File: src/rtl/ebr_burst_reader_if.sv
// Signal bundle between the burst reader, its EBR port and the command/stream side.
// The reader takes the slave view; the environment drives through master.
interface ebr_burst_reader_if #(
    parameter int DATA_WIDTH = 18,
    parameter int ADDR_WIDTH = 9
);
    logic                  CMD_VALID;
    logic                  CMD_READY;
    logic [ADDR_WIDTH-1:0] CMD_ADDR;
    logic [ADDR_WIDTH:0]   CMD_LEN;
    logic                  RAM_CE;
    logic                  RAM_WE;
    logic [ADDR_WIDTH-1:0] RAM_AD;
    logic [DATA_WIDTH-1:0] RAM_DO;
    logic [DATA_WIDTH-1:0] DOUT;
    logic                  DOUT_VALID;
    logic                  DOUT_READY;
    logic                  DOUT_LAST;
    logic                  BUSY;

    modport slave (
        input  CMD_VALID, CMD_ADDR, CMD_LEN, RAM_DO, DOUT_READY,
        output CMD_READY, RAM_CE, RAM_WE, RAM_AD, DOUT, DOUT_VALID, DOUT_LAST, BUSY
    );

    modport master (
        output CMD_VALID, CMD_ADDR, CMD_LEN, RAM_DO, DOUT_READY,
        input  CMD_READY, RAM_CE, RAM_WE, RAM_AD, DOUT, DOUT_VALID, DOUT_LAST, BUSY
    );
endinterface

File: src/rtl/ebr_burst_reader.sv
// Burst read sequencer for a single-port EBR: issues back-to-back reads, tracks the
// REGMODE latency with a tag pipe and streams results out through a small credit-guarded FIFO.
module ebr_burst_reader #(
    parameter int    DATA_WIDTH = 18,
    parameter int    ADDR_WIDTH = 9,
    parameter string REGMODE    = "NOREG",
    parameter int    FIFO_DEPTH = 4
) (
    input logic CLK,
    input logic RST,
    ebr_burst_reader_if.slave bus
);
    localparam int LAT = (REGMODE == "OUTREG") ? 2 : 1;
    localparam int CW  = $clog2(FIFO_DEPTH + LAT + 1);
    localparam int PW  = (FIFO_DEPTH > 1) ? $clog2(FIFO_DEPTH) : 1;

    typedef enum logic [1:0] {IDLE, ISSUE, DRAIN} state_e;

    state_e                  state_q, state_d;
    logic [ADDR_WIDTH-1:0]   addr_q, addr_d;
    logic [ADDR_WIDTH:0]     rem_q, rem_d;
    logic                    busy_q, busy_d;
    logic [ADDR_WIDTH-1:0]   ad_q, ad_d;
    logic [LAT-1:0]          tvld_q, tvld_d;
    logic [LAT-1:0]          tlast_q, tlast_d;
    logic [PW-1:0]           wr_q, wr_d;
    logic [PW-1:0]           rd_q, rd_d;
    logic [CW-1:0]           cnt_q, cnt_d;
    logic [FIFO_DEPTH-1:0][DATA_WIDTH-1:0] mem_q;
    logic [FIFO_DEPTH-1:0]                 lmem_q;

    logic          cmd_ready;
    logic          issue;
    logic          issue_last;
    logic          push;
    logic          pop;
    logic          head_valid;
    logic          head_last;
    logic [CW-1:0] inflight;
    logic [CW-1:0] occ;
    logic          credit_ok;

    function automatic logic [PW-1:0] ptr_inc(input logic [PW-1:0] p);
        return (p == PW'(FIFO_DEPTH - 1)) ? '0 : p + PW'(1);
    endfunction

    // Credit counts everything already committed to the FIFO: stored words plus reads in flight.
    always_comb begin
        inflight = '0;
        for (int i = 0; i < LAT; i++) begin
            inflight = inflight + CW'(tvld_q[i]);
        end
    end

    assign occ        = cnt_q + inflight;
    assign credit_ok  = occ < CW'(FIFO_DEPTH);
    assign head_valid = (cnt_q != '0);
    assign head_last  = lmem_q[rd_q];
    assign push       = tvld_q[LAT-1];
    assign pop        = head_valid && bus.DOUT_READY;
    assign cmd_ready  = (state_q == IDLE) && !busy_q;

    always_comb begin
        state_d    = state_q;
        addr_d     = addr_q;
        rem_d      = rem_q;
        busy_d     = busy_q;
        ad_d       = ad_q;
        issue      = 1'b0;
        issue_last = 1'b0;
        case (state_q)
            IDLE: begin
                busy_d = 1'b0;
                if (cmd_ready && bus.CMD_VALID) begin
                    addr_d = bus.CMD_ADDR;
                    rem_d  = bus.CMD_LEN;
                    busy_d = 1'b1;
                    if (bus.CMD_LEN != '0) begin
                        state_d = ISSUE;
                    end
                end
            end
            ISSUE: begin
                if (credit_ok) begin
                    issue      = 1'b1;
                    issue_last = (rem_q == (ADDR_WIDTH+1)'(1));
                    ad_d       = addr_q;
                    addr_d     = addr_q + ADDR_WIDTH'(1);
                    rem_d      = rem_q - (ADDR_WIDTH+1)'(1);
                    if (issue_last) begin
                        state_d = DRAIN;
                    end
                end
            end
            DRAIN: begin
                if (pop && head_last) begin
                    state_d = IDLE;
                    busy_d  = 1'b0;
                end
            end
            default: begin
                state_d = IDLE;
                busy_d  = 1'b0;
            end
        endcase
    end

    // Tag pipe mirrors the EBR read latency so only issued reads land in the FIFO.
    always_comb begin
        tvld_d     = '0;
        tlast_d    = '0;
        tvld_d[0]  = issue;
        tlast_d[0] = issue_last;
        for (int i = 1; i < LAT; i++) begin
            tvld_d[i]  = tvld_q[i-1];
            tlast_d[i] = tlast_q[i-1];
        end
    end

    always_comb begin
        wr_d  = push ? ptr_inc(wr_q) : wr_q;
        rd_d  = pop  ? ptr_inc(rd_q) : rd_q;
        cnt_d = cnt_q;
        case ({push, pop})
            2'b10:   cnt_d = cnt_q + CW'(1);
            2'b01:   cnt_d = cnt_q - CW'(1);
            default: cnt_d = cnt_q;
        endcase
    end

    always_ff @(posedge CLK) begin
        if (!RST) begin
            state_q <= IDLE;
            addr_q  <= '0;
            rem_q   <= '0;
            busy_q  <= 1'b0;
            ad_q    <= '0;
            tvld_q  <= '0;
            tlast_q <= '0;
            wr_q    <= '0;
            rd_q    <= '0;
            cnt_q   <= '0;
            mem_q   <= '0;
            lmem_q  <= '0;
        end else begin
            state_q <= state_d;
            addr_q  <= addr_d;
            rem_q   <= rem_d;
            busy_q  <= busy_d;
            ad_q    <= ad_d;
            tvld_q  <= tvld_d;
            tlast_q <= tlast_d;
            wr_q    <= wr_d;
            rd_q    <= rd_d;
            cnt_q   <= cnt_d;
            if (push) begin
                mem_q[wr_q]  <= bus.RAM_DO;
                lmem_q[wr_q] <= tlast_q[LAT-1];
            end
        end
    end

    assign bus.CMD_READY  = cmd_ready;
    assign bus.RAM_CE     = (state_q != IDLE);
    assign bus.RAM_WE     = 1'b0;
    assign bus.RAM_AD     = issue ? addr_q : ad_q;
    assign bus.DOUT       = mem_q[rd_q];
    assign bus.DOUT_VALID = head_valid;
    assign bus.DOUT_LAST  = head_valid && head_last;
    assign bus.BUSY       = busy_q;
endmodule

File: src/flat_wrapper.sv
// flat-port wrapper written by rule: the top's interface ports become plain ports
module ebr_burst_reader_flat 
#(
    parameter int    DATA_WIDTH = 18,
    parameter int    ADDR_WIDTH = 9,
    parameter string REGMODE    = "     ",
    parameter int    FIFO_DEPTH = 4
)
  (CLK, RST, bus_CMD_VALID, bus_CMD_ADDR, bus_CMD_LEN, bus_RAM_DO, bus_DOUT_READY, bus_CMD_READY, bus_RAM_CE, bus_RAM_WE, bus_RAM_AD, bus_DOUT, bus_DOUT_VALID, bus_DOUT_LAST, bus_BUSY);
  ebr_burst_reader_if #(.DATA_WIDTH(DATA_WIDTH), .ADDR_WIDTH(ADDR_WIDTH)) bus_i ();
  input logic CLK;
  input logic RST;
  input wire logic [$bits(bus_i.CMD_VALID)-1:0] bus_CMD_VALID;
  input wire logic [$bits(bus_i.CMD_ADDR)-1:0] bus_CMD_ADDR;
  input wire logic [$bits(bus_i.CMD_LEN)-1:0] bus_CMD_LEN;
  input wire logic [$bits(bus_i.RAM_DO)-1:0] bus_RAM_DO;
  input wire logic [$bits(bus_i.DOUT_READY)-1:0] bus_DOUT_READY;
  output wire logic [$bits(bus_i.CMD_READY)-1:0] bus_CMD_READY;
  output wire logic [$bits(bus_i.RAM_CE)-1:0] bus_RAM_CE;
  output wire logic [$bits(bus_i.RAM_WE)-1:0] bus_RAM_WE;
  output wire logic [$bits(bus_i.RAM_AD)-1:0] bus_RAM_AD;
  output wire logic [$bits(bus_i.DOUT)-1:0] bus_DOUT;
  output wire logic [$bits(bus_i.DOUT_VALID)-1:0] bus_DOUT_VALID;
  output wire logic [$bits(bus_i.DOUT_LAST)-1:0] bus_DOUT_LAST;
  output wire logic [$bits(bus_i.BUSY)-1:0] bus_BUSY;
  assign bus_i.CMD_VALID = bus_CMD_VALID;
  assign bus_i.CMD_ADDR = bus_CMD_ADDR;
  assign bus_i.CMD_LEN = bus_CMD_LEN;
  assign bus_i.RAM_DO = bus_RAM_DO;
  assign bus_i.DOUT_READY = bus_DOUT_READY;
  assign bus_CMD_READY = bus_i.CMD_READY;
  assign bus_RAM_CE = bus_i.RAM_CE;
  assign bus_RAM_WE = bus_i.RAM_WE;
  assign bus_RAM_AD = bus_i.RAM_AD;
  assign bus_DOUT = bus_i.DOUT;
  assign bus_DOUT_VALID = bus_i.DOUT_VALID;
  assign bus_DOUT_LAST = bus_i.DOUT_LAST;
  assign bus_BUSY = bus_i.BUSY;
  ebr_burst_reader #(.DATA_WIDTH(DATA_WIDTH), .ADDR_WIDTH(ADDR_WIDTH), .REGMODE(REGMODE), .FIFO_DEPTH(FIFO_DEPTH)) u_core (.CLK(CLK), .RST(RST), .bus(bus_i));
endmodule
File: config.mk
export PLATFORM = sky130hd
export DESIGN_NAME = ebr_burst_reader_flat
export DESIGN_NICKNAME = d
export VERILOG_FILES = /design/src/rtl/ebr_burst_reader_if.sv /design/src/rtl/ebr_burst_reader.sv /design/src/flat_wrapper.sv
export SDC_FILE = /design/constraint.sdc
export NUM_CORES = 1
export LEC_CHECK = 0
export CAP_MARGIN = 25
export CORE_ASPECT_RATIO = 0.8
export CORE_UTILIZATION = 50
export CTS_CLUSTER_DIAMETER = 40
export DETAILED_ROUTE_END_ITERATION = 12
export HOLD_SLACK_MARGIN = 0.06
export PLACE_DENSITY_LB_ADDON = 0.15
export SYNTH_ARGS = -nofsm -noshare
export SYNTH_HDL_FRONTEND = slang
export SYNTH_SLANG_ARGS = --single-unit
export TNS_END_PERCENT = 10
File: constraint.sdc
create_clock -name CLK -period 2.1 [get_ports CLK]
set_clock_uncertainty 0.2 [all_clocks]
set_input_delay 0.42 -clock CLK [delete_from_list [all_inputs] [get_ports CLK]]
set_output_delay 0.42 -clock CLK [all_outputs]
set_load 0.03 [all_outputs]
## Yosys cells after proc, flatten, opt, wreduce, memory -nomap -nowiden

Index checks and enable logic that the tools add are counted.

| operators by class | value |
|---|---|
| shift operators | 0 |
| multiply operators | 0 |
| bitwise logic cells | 1 |
| order comparisons | 4 |
| reduce and logical (&&, ||, !) cells | 18 |
| $add $sub $neg | 7 |
| eq/ne operators | 12 |
| multiplexer cells | 31 |
| div/mod/pow operators | 0 |

Operators by type and width:

| operator | count |
|---|---|
| bitwise mux 72 bit | 1 |
| binary-select mux 18 bit (select 2 bit) | 1 |
| demux 18 bit (select 2 bit) | 1 |
| two-way mux 18 bit | 2 |
| two-way mux 9 bit | 3 |
| two-way mux 10 bit | 2 |
| case mux 10 bit (2 select lines) | 1 |
| case mux 9 bit (2 select lines) | 1 |
| two-way mux 2 bit | 7 |
| == test 10 x 1 -> 1 bit, second input constant | 1 |
| nonzero test 10 bit | 1 |
| subtractor 10 x 1 -> 10 bit, second input constant | 1 |
| adder 9 x 1 -> 9 bit, second input constant | 1 |
| == test 2 bit, second input constant | 4 |
| logical AND 1 bit | 6 |
| less-than comparator 2 x 3 -> 1 bit, second input constant | 2 |
| two-way mux 1 bit | 6 |
| != test 2 x 1 -> 1 bit, second input constant | 3 |
| case mux 2 bit (3 select lines) | 1 |
| case mux 3 bit (2 select lines) | 1 |
| AND reduction 3 bit | 2 |
| nonzero test 2 bit | 3 |
| AND reduction 5 bit | 1 |
| adder 2 x 1 -> 2 bit, second input constant | 2 |
| other kinds (16) | 19 |

| storage, ports and cells | value |
|---|---|
| RAM bits | 0 |
| bits in latches | 0 |
| register bits after elaboration | 116 |
| logic and storage cells | 88 |
| memories | 0 |
| memory bits (read-only) | 0 |
| output and inout bits | 33 |
| input bits | 41 |

## Logic depth before layout (Yosys ltp)

| logic depth | value |
|---|---|
| depth in word-level cells | 5 |
| gate-level depth with buffers | 8 |
| mapped depth without buffers | 8 |

## Worst setup path after synthesis

Ideal clock, no wire load.

| timing | value |
|---|---|
| path kind | flip-flop to flip-flop |
| from | reg u_core.busy_q (netlist: u_core.bus.BUSY) |
| to | reg u_core.rem_q[8] |
| required time | 1.785 ns |
| library setup time | 0.115 ns |
| path buffers | 1 |
| stages on the path, launching flop included | 7 |
| arrival | 2.117 ns |
| path slack | -0.333 ns |
| clock period less this slack | 2.433 ns |
| cell sequence | dfxtp_1 -> nor3_1 -> nand2_1 -> nand2b_2 -> buf_6 -> o21ai_2 -> a31o_1 |

| between the ends | value |
|---|---|
| cells in the longest elaborated chain, start to end | 5 |

RTL lines:

| item | RTL line | source |
|---|---|---|
| from (decl) | ebr_burst_reader.sv:22 | `logic busy_q, busy_d;` |
| from (signal assigned) | ebr_burst_reader.sv:149 | `busy_q <= busy_d;` |
| logical NOT 1 bit | ebr_burst_reader.sv:61 | `assign cmd_ready = (state_q == IDLE) && !busy_q;` |
| logical AND 1 bit | ebr_burst_reader.sv:61 |  |
| via bus_CMD_READY | flat_wrapper.sv:18 | `output wire logic [$bits(bus_i.CMD_READY)-1:0] bus_CMD_READY;` |
| logical AND 1 bit | ebr_burst_reader.sv:74 | `if (cmd_ready && bus.CMD_VALID) begin` |
| != test 2 bit (no source line) | -- |  |
| AND reduction 3 bit (no source line) | -- |  |
| to (signal assigned) | ebr_burst_reader.sv:148 | `rem_q <= rem_d;` |
| to (decl) | ebr_burst_reader.sv:21 | `logic [ADDR_WIDTH:0] rem_q, rem_d;` |

The timed path passes the listed nets, and every way through them passes these cells.
A chain may end at the register's enable or synchronous reset.

## Worst setup path after layout

| timing | value |
|---|---|
| from | reg u_core.state_q[1] |
| to | out bus_RAM_AD[6] |

| between the ends | value |
|---|---|
| cells in the longest elaborated chain, start to end | 3 |

RTL lines:

| item | RTL line | source |
|---|---|---|
| from (decl) | ebr_burst_reader.sv:19 | `state_e state_q, state_d;` |
| from (signal assigned) | ebr_burst_reader.sv:146 | `state_q <= state_d;` |
| == test 2 x 1 -> 1 bit | ebr_burst_reader.sv:71 | `case (state_q)` |
| two-way mux 1 bit | ebr_burst_reader.sv:71 |  |
| two-way mux 9 bit | ebr_burst_reader.sv:166 | `assign bus.RAM_AD = issue ? addr_q : ad_q;` |
| to (decl) | flat_wrapper.sv:21 | `output wire logic [$bits(bus_i.RAM_AD)-1:0] bus_RAM_AD;` |

No other way between the ends.

==> impl_results.rst <==
.. list-table::
   :header-rows: 1

   * - Metric
     - Value
   * - Clock network fraction of total power
     - 0.412
   * - Maximum achievable frequency
     - 0.392 GHz
   * - Switching power share of the total
     - 0.284
   * - Post-synthesis area per instance
     - ~9 um2
   * - Overall routing resource usage
     - 0.261
   * - Number of levels in the clock H-tree
     - 4
   * - Sort of element at the start of the critical path
     - flop
   * - Crit path cell chain
     - or3b_4 -> mux2i_4 -> buf_12 -> mux2_4 -> buf_6
   * - Number of synthesized register bits
     - between 100 and 150
   * - Portion of total power attributed to sequential cells
     - 0.341
   * - Setup tns final
     - -9.31 ns
   * - Die Area
     - about 0.011 mm2
   * - Combinational share of power
     - 0.247
   * - Period minus WS final
     - about 2.6 ns
   * - Boundary Pins
     - 74
   * - Pin count of the biggest net entering global routing
     - 63
   * - Pwr/cell area
     - 986 mW/mm2
   * - # hold bufs at CTS
     - 0
   * - Worst voltage drop across the vdd grid
     - ~0.65 mV
   * - Ratio of routed vias to standard cells
     - around 5.5
   * - Post-Syn Nets
     - between 600 and 700
   * - Class of the most critical setup path
     - flop to primary output
   * - Number of hold-slack violations in the final timing report
     - 0
   * - Max_slew headroom
     - 0.666
   * - Clock sink count
     - about 120
   * - Synth Warn #
     - 0
   * - Count of unique library cells instantiated by Yosys
     - between 50 and 60
   * - Global route total overflow
     - 0
   * - Final Max Slew Viols
     - 0
   * - Area of the mapped netlist
     - approximately 0.0055 mm2
   * - Fraction of final layout cells sized beyond drive strength 1
     - 0.209
   * - Result of the run
     - complete, but fails checks
   * - Clock Root Buffer
     - sky130_fd_sc_hd__clkbuf_16
   * - Clock network latency to the later pin of the worst-skew pair
     - slightly above 0.4 ns
   * - Slew @ Worst Pin
     - 0.501 ns
   * - Number of antenna violations at the first check in global routing
     - 0
   * - Iteration-0 DRC Markers
     - 328
   * - Ant. Diodes
     - 0
   * - CP max-delay cell
     - sky130_fd_sc_hd__or3b_4
   * - GPL Wtd Cong
     - roughly 0.8
   * - Average routed wire per standard cell
     - approximately 16 um
   * - CP peak stage delay
     - 0.40 ns
   * - DRC Markers
     - 0
   * - Growth of design area from synthesis to finish
     - 33.5%
   * - Starting density of the core
     - 0.525
   * - Post-Syn Instances
     - 625
   * - CTS buffer count
     - 17
   * - Sequential cell area
     - approximately 0.0023 mm2
   * - Post-synth EDFFs
     - 0
   * - Number of nets still failing antenna checks after routing
     - 0
   * - Final design utilization
     - 0.701
   * - Max-cap violations
     - 0
   * - Async set-or-reset flop fraction in the synthesized netlist
     - 0
   * - Failing checks
     - negative setup slack
   * - Multi-input gate area
     - ~0.0030 mm2
   * - Internal power
     - a little over 5 mW
   * - Kind of capture point of the worst setup path
     - primary output
   * - Leakage Power
     - roughly 2.7 nW
   * - Data required time at the worst endpoint
     - roughly 1.5 ns
   * - Height of the die
     - 95.9 um
   * - WL final
     - about 14000 um
   * - Quantity of I/O buffers inserted on ports
     - 72
   * - Final setup margin
     - -0.452 ns
   * - Synth Flop Type
     - sky130_fd_sc_hd__dfxtp_1
   * - Row cnt
     - 33
   * - Detailed placer's ending HPWL
     - about 8900 um
   * - Final setup violation count
     - 29
   * - TritonCTS clock tree
     - built
   * - Classification of the worst-slack hold path
     - flop to flop
   * - Worst-case clock buffer depth
     - 2
   * - Part of the cycle the worst path needs
     - 1.22
   * - Total number of nets in the final design
     - approximately 770
   * - Setup repair after global routing missed its margin
     - true
   * - Clock transition at the registers of the reported paths
     - around 0.050 ns
   * - DIE WIDTH
     - ~120 um
   * - Sequential-to-total area share from yosys stat
     - 0.422
   * - Filler instances
     - ~800
   * - Worst endpoint data arrival time
     - 1.93 ns
   * - Area of the placeable core
     - 0.0105 mm2
   * - NetSw
     - ~2.1 mW
   * - Maximum fanout encountered on the critical timing path
     - 10
   * - Global-route wire length before repair
     - ~23000 um
   * - Number of global-route vias before repair
     - approximately 4700
   * - Total iterations of the first detailed-routing run
     - 5
   * - Routed via count
     - approximately 4800
## cell families (layout without fill, tap and decap cells)
family | Yosys count | count (layout) | synth area share
simple gates | 269 | 269 | 0.212
compound gates | 141 | 141 | 0.184
other cells | 1 | 1 | 0.000681
flops | 116 | 116 | 0.422
mux | 31 | 31 | 0.110
fa+ha+maj | 10 | 10 | 0.0241
xor+xnor | 4 | 4 | 0.00636
buf+inv | 53 | 156 | 0.0418
## per-layer routing
metal  part of all wire  GRT usage
met1               0.47      0.344
met2               0.47      0.432
met3              0.056     0.0598
met4             0.0093     0.0750
met5                  0          0
## layout make-up
cell class	instances	area share
Multi-Input combinational cell	456	0.407
Sequential cell	116	0.317
Timing Repair Buffer	113	0.163
Clock buffer	23	0.0663
Tap cell	140	0.0238
Clock inverter	9	0.0170
Inverter	11	0.00561
## critical path: cells and delay by family (launching register included)
family                 cells  cell delay (ns)
muxes                      2             0.49
buffers and inverters      2             0.31
and+or+nand+nor            1             0.40
DFF                        1             0.32
## power by group through the flow
stage	sequential, mW	clock [mW]	combinational (mW)
after global placement	2.49	0	1.65
after floorplan	2.50	0	1.05
after detailed placement	2.50	0	1.69
final	2.47	2.99	1.79
after global routing	2.49	3.12	1.94
after CTS	2.46	3.02	1.76
## cells in the final DEF (no fill, tap or decap), drive strengths merged, types with 6 or more instances in the layout
master	netlist	routed
nor3	6	6
buf	16	55
nor2	16	16
a21oi	14	14
dfxtp	116	116
a21boi	83	83
ha	9	9
clkdlybuf4s15	0	18
nand3	13	13
o21ai	16	16
clkdlybuf4s50	0	38
clkbuf	26	23
nand2	187	187
mux2	9	9
mux4	19	19
and2	17	17
inv	11	11
## cell usage after synthesis (4+ instances only)
cell type                  count  area share
sky130_fd_sc_hd__o21a_1        4      0.0055
sky130_fd_sc_hd__a21oi_1      13       0.012
sky130_fd_sc_hd__nor4_1        5      0.0057
sky130_fd_sc_hd__dfxtp_1     116        0.42
sky130_fd_sc_hd__o21ai_0      14       0.013
sky130_fd_sc_hd__buf_1         5      0.0034
sky130_fd_sc_hd__nor3_1        6      0.0055
sky130_fd_sc_hd__ha_1          9       0.020
sky130_fd_sc_hd__nand2_1     187        0.13
sky130_fd_sc_hd__clkbuf_1     26       0.018
sky130_fd_sc_hd__nor2_1       16       0.011
sky130_fd_sc_hd__mux4_2       19       0.078
sky130_fd_sc_hd__o211ai_1      5      0.0068
sky130_fd_sc_hd__inv_1        11      0.0075
sky130_fd_sc_hd__buf_2         7      0.0064
sky130_fd_sc_hd__a21boi_0     81        0.11
sky130_fd_sc_hd__mux2_4        9       0.025
sky130_fd_sc_hd__o31ai_1       4      0.0055
sky130_fd_sc_hd__and2_1       17       0.019
sky130_fd_sc_hd__nor2b_1       5      0.0057
sky130_fd_sc_hd__nand3_1      13       0.012
## flip-flops by register name (all words and copies together) (netlist names)
name	flops
u_core.mem_q	72
u_core.addr_q	9
u_core.push	1
u_core.rem_q	10
u_core.wr_q	2
u_core.bus.BUSY	1
u_core.rd_q	2
u_core.state_q	2
u_core.tlast_q	1
u_core.ad_q	9
u_core.cnt_q	3
u_core.lmem_q	4
## path summary, 6_finish.rpt
kind	start	to	slack, ns	cells past startpoint
hold / removal	u_core.mem_q[42]	u_core.mem_q[42]	0.26	2
setup / recovery	u_core.state_q[1]	bus_RAM_AD[6]	-0.45	5
hold reg to reg	u_core.mem_q[42]	u_core.mem_q[42]	0.26	2
setup reg to reg	u_core.state_q[1]	u_core.rem_q[8]	0.04	8
## per-stage QoR
stage	instances	setup WS, ns	hold WS [ns]	total power, mW	instance area (um2)
after floorplan	625	-0.0476	0.240	3.55	5510
after global placement	833	-0.453	0.247	4.14	6600
after detailed placement	833	-0.473	0.256	4.19	6600
after CTS	868	-0.482	0.263	7.24	7300
after global routing	868	-0.506	0.285	7.55	7350
final	868	-0.452	0.261	7.25	7350
## what timing repair did
item,in CTS,in global routing
pin swaps,0,1
endpoints found under the hold margin,0,0
buffers inserted,3,0
resized for setup,129,19
endpoints found under the setup margin,37,52
(Power assumes the default switching activity.)
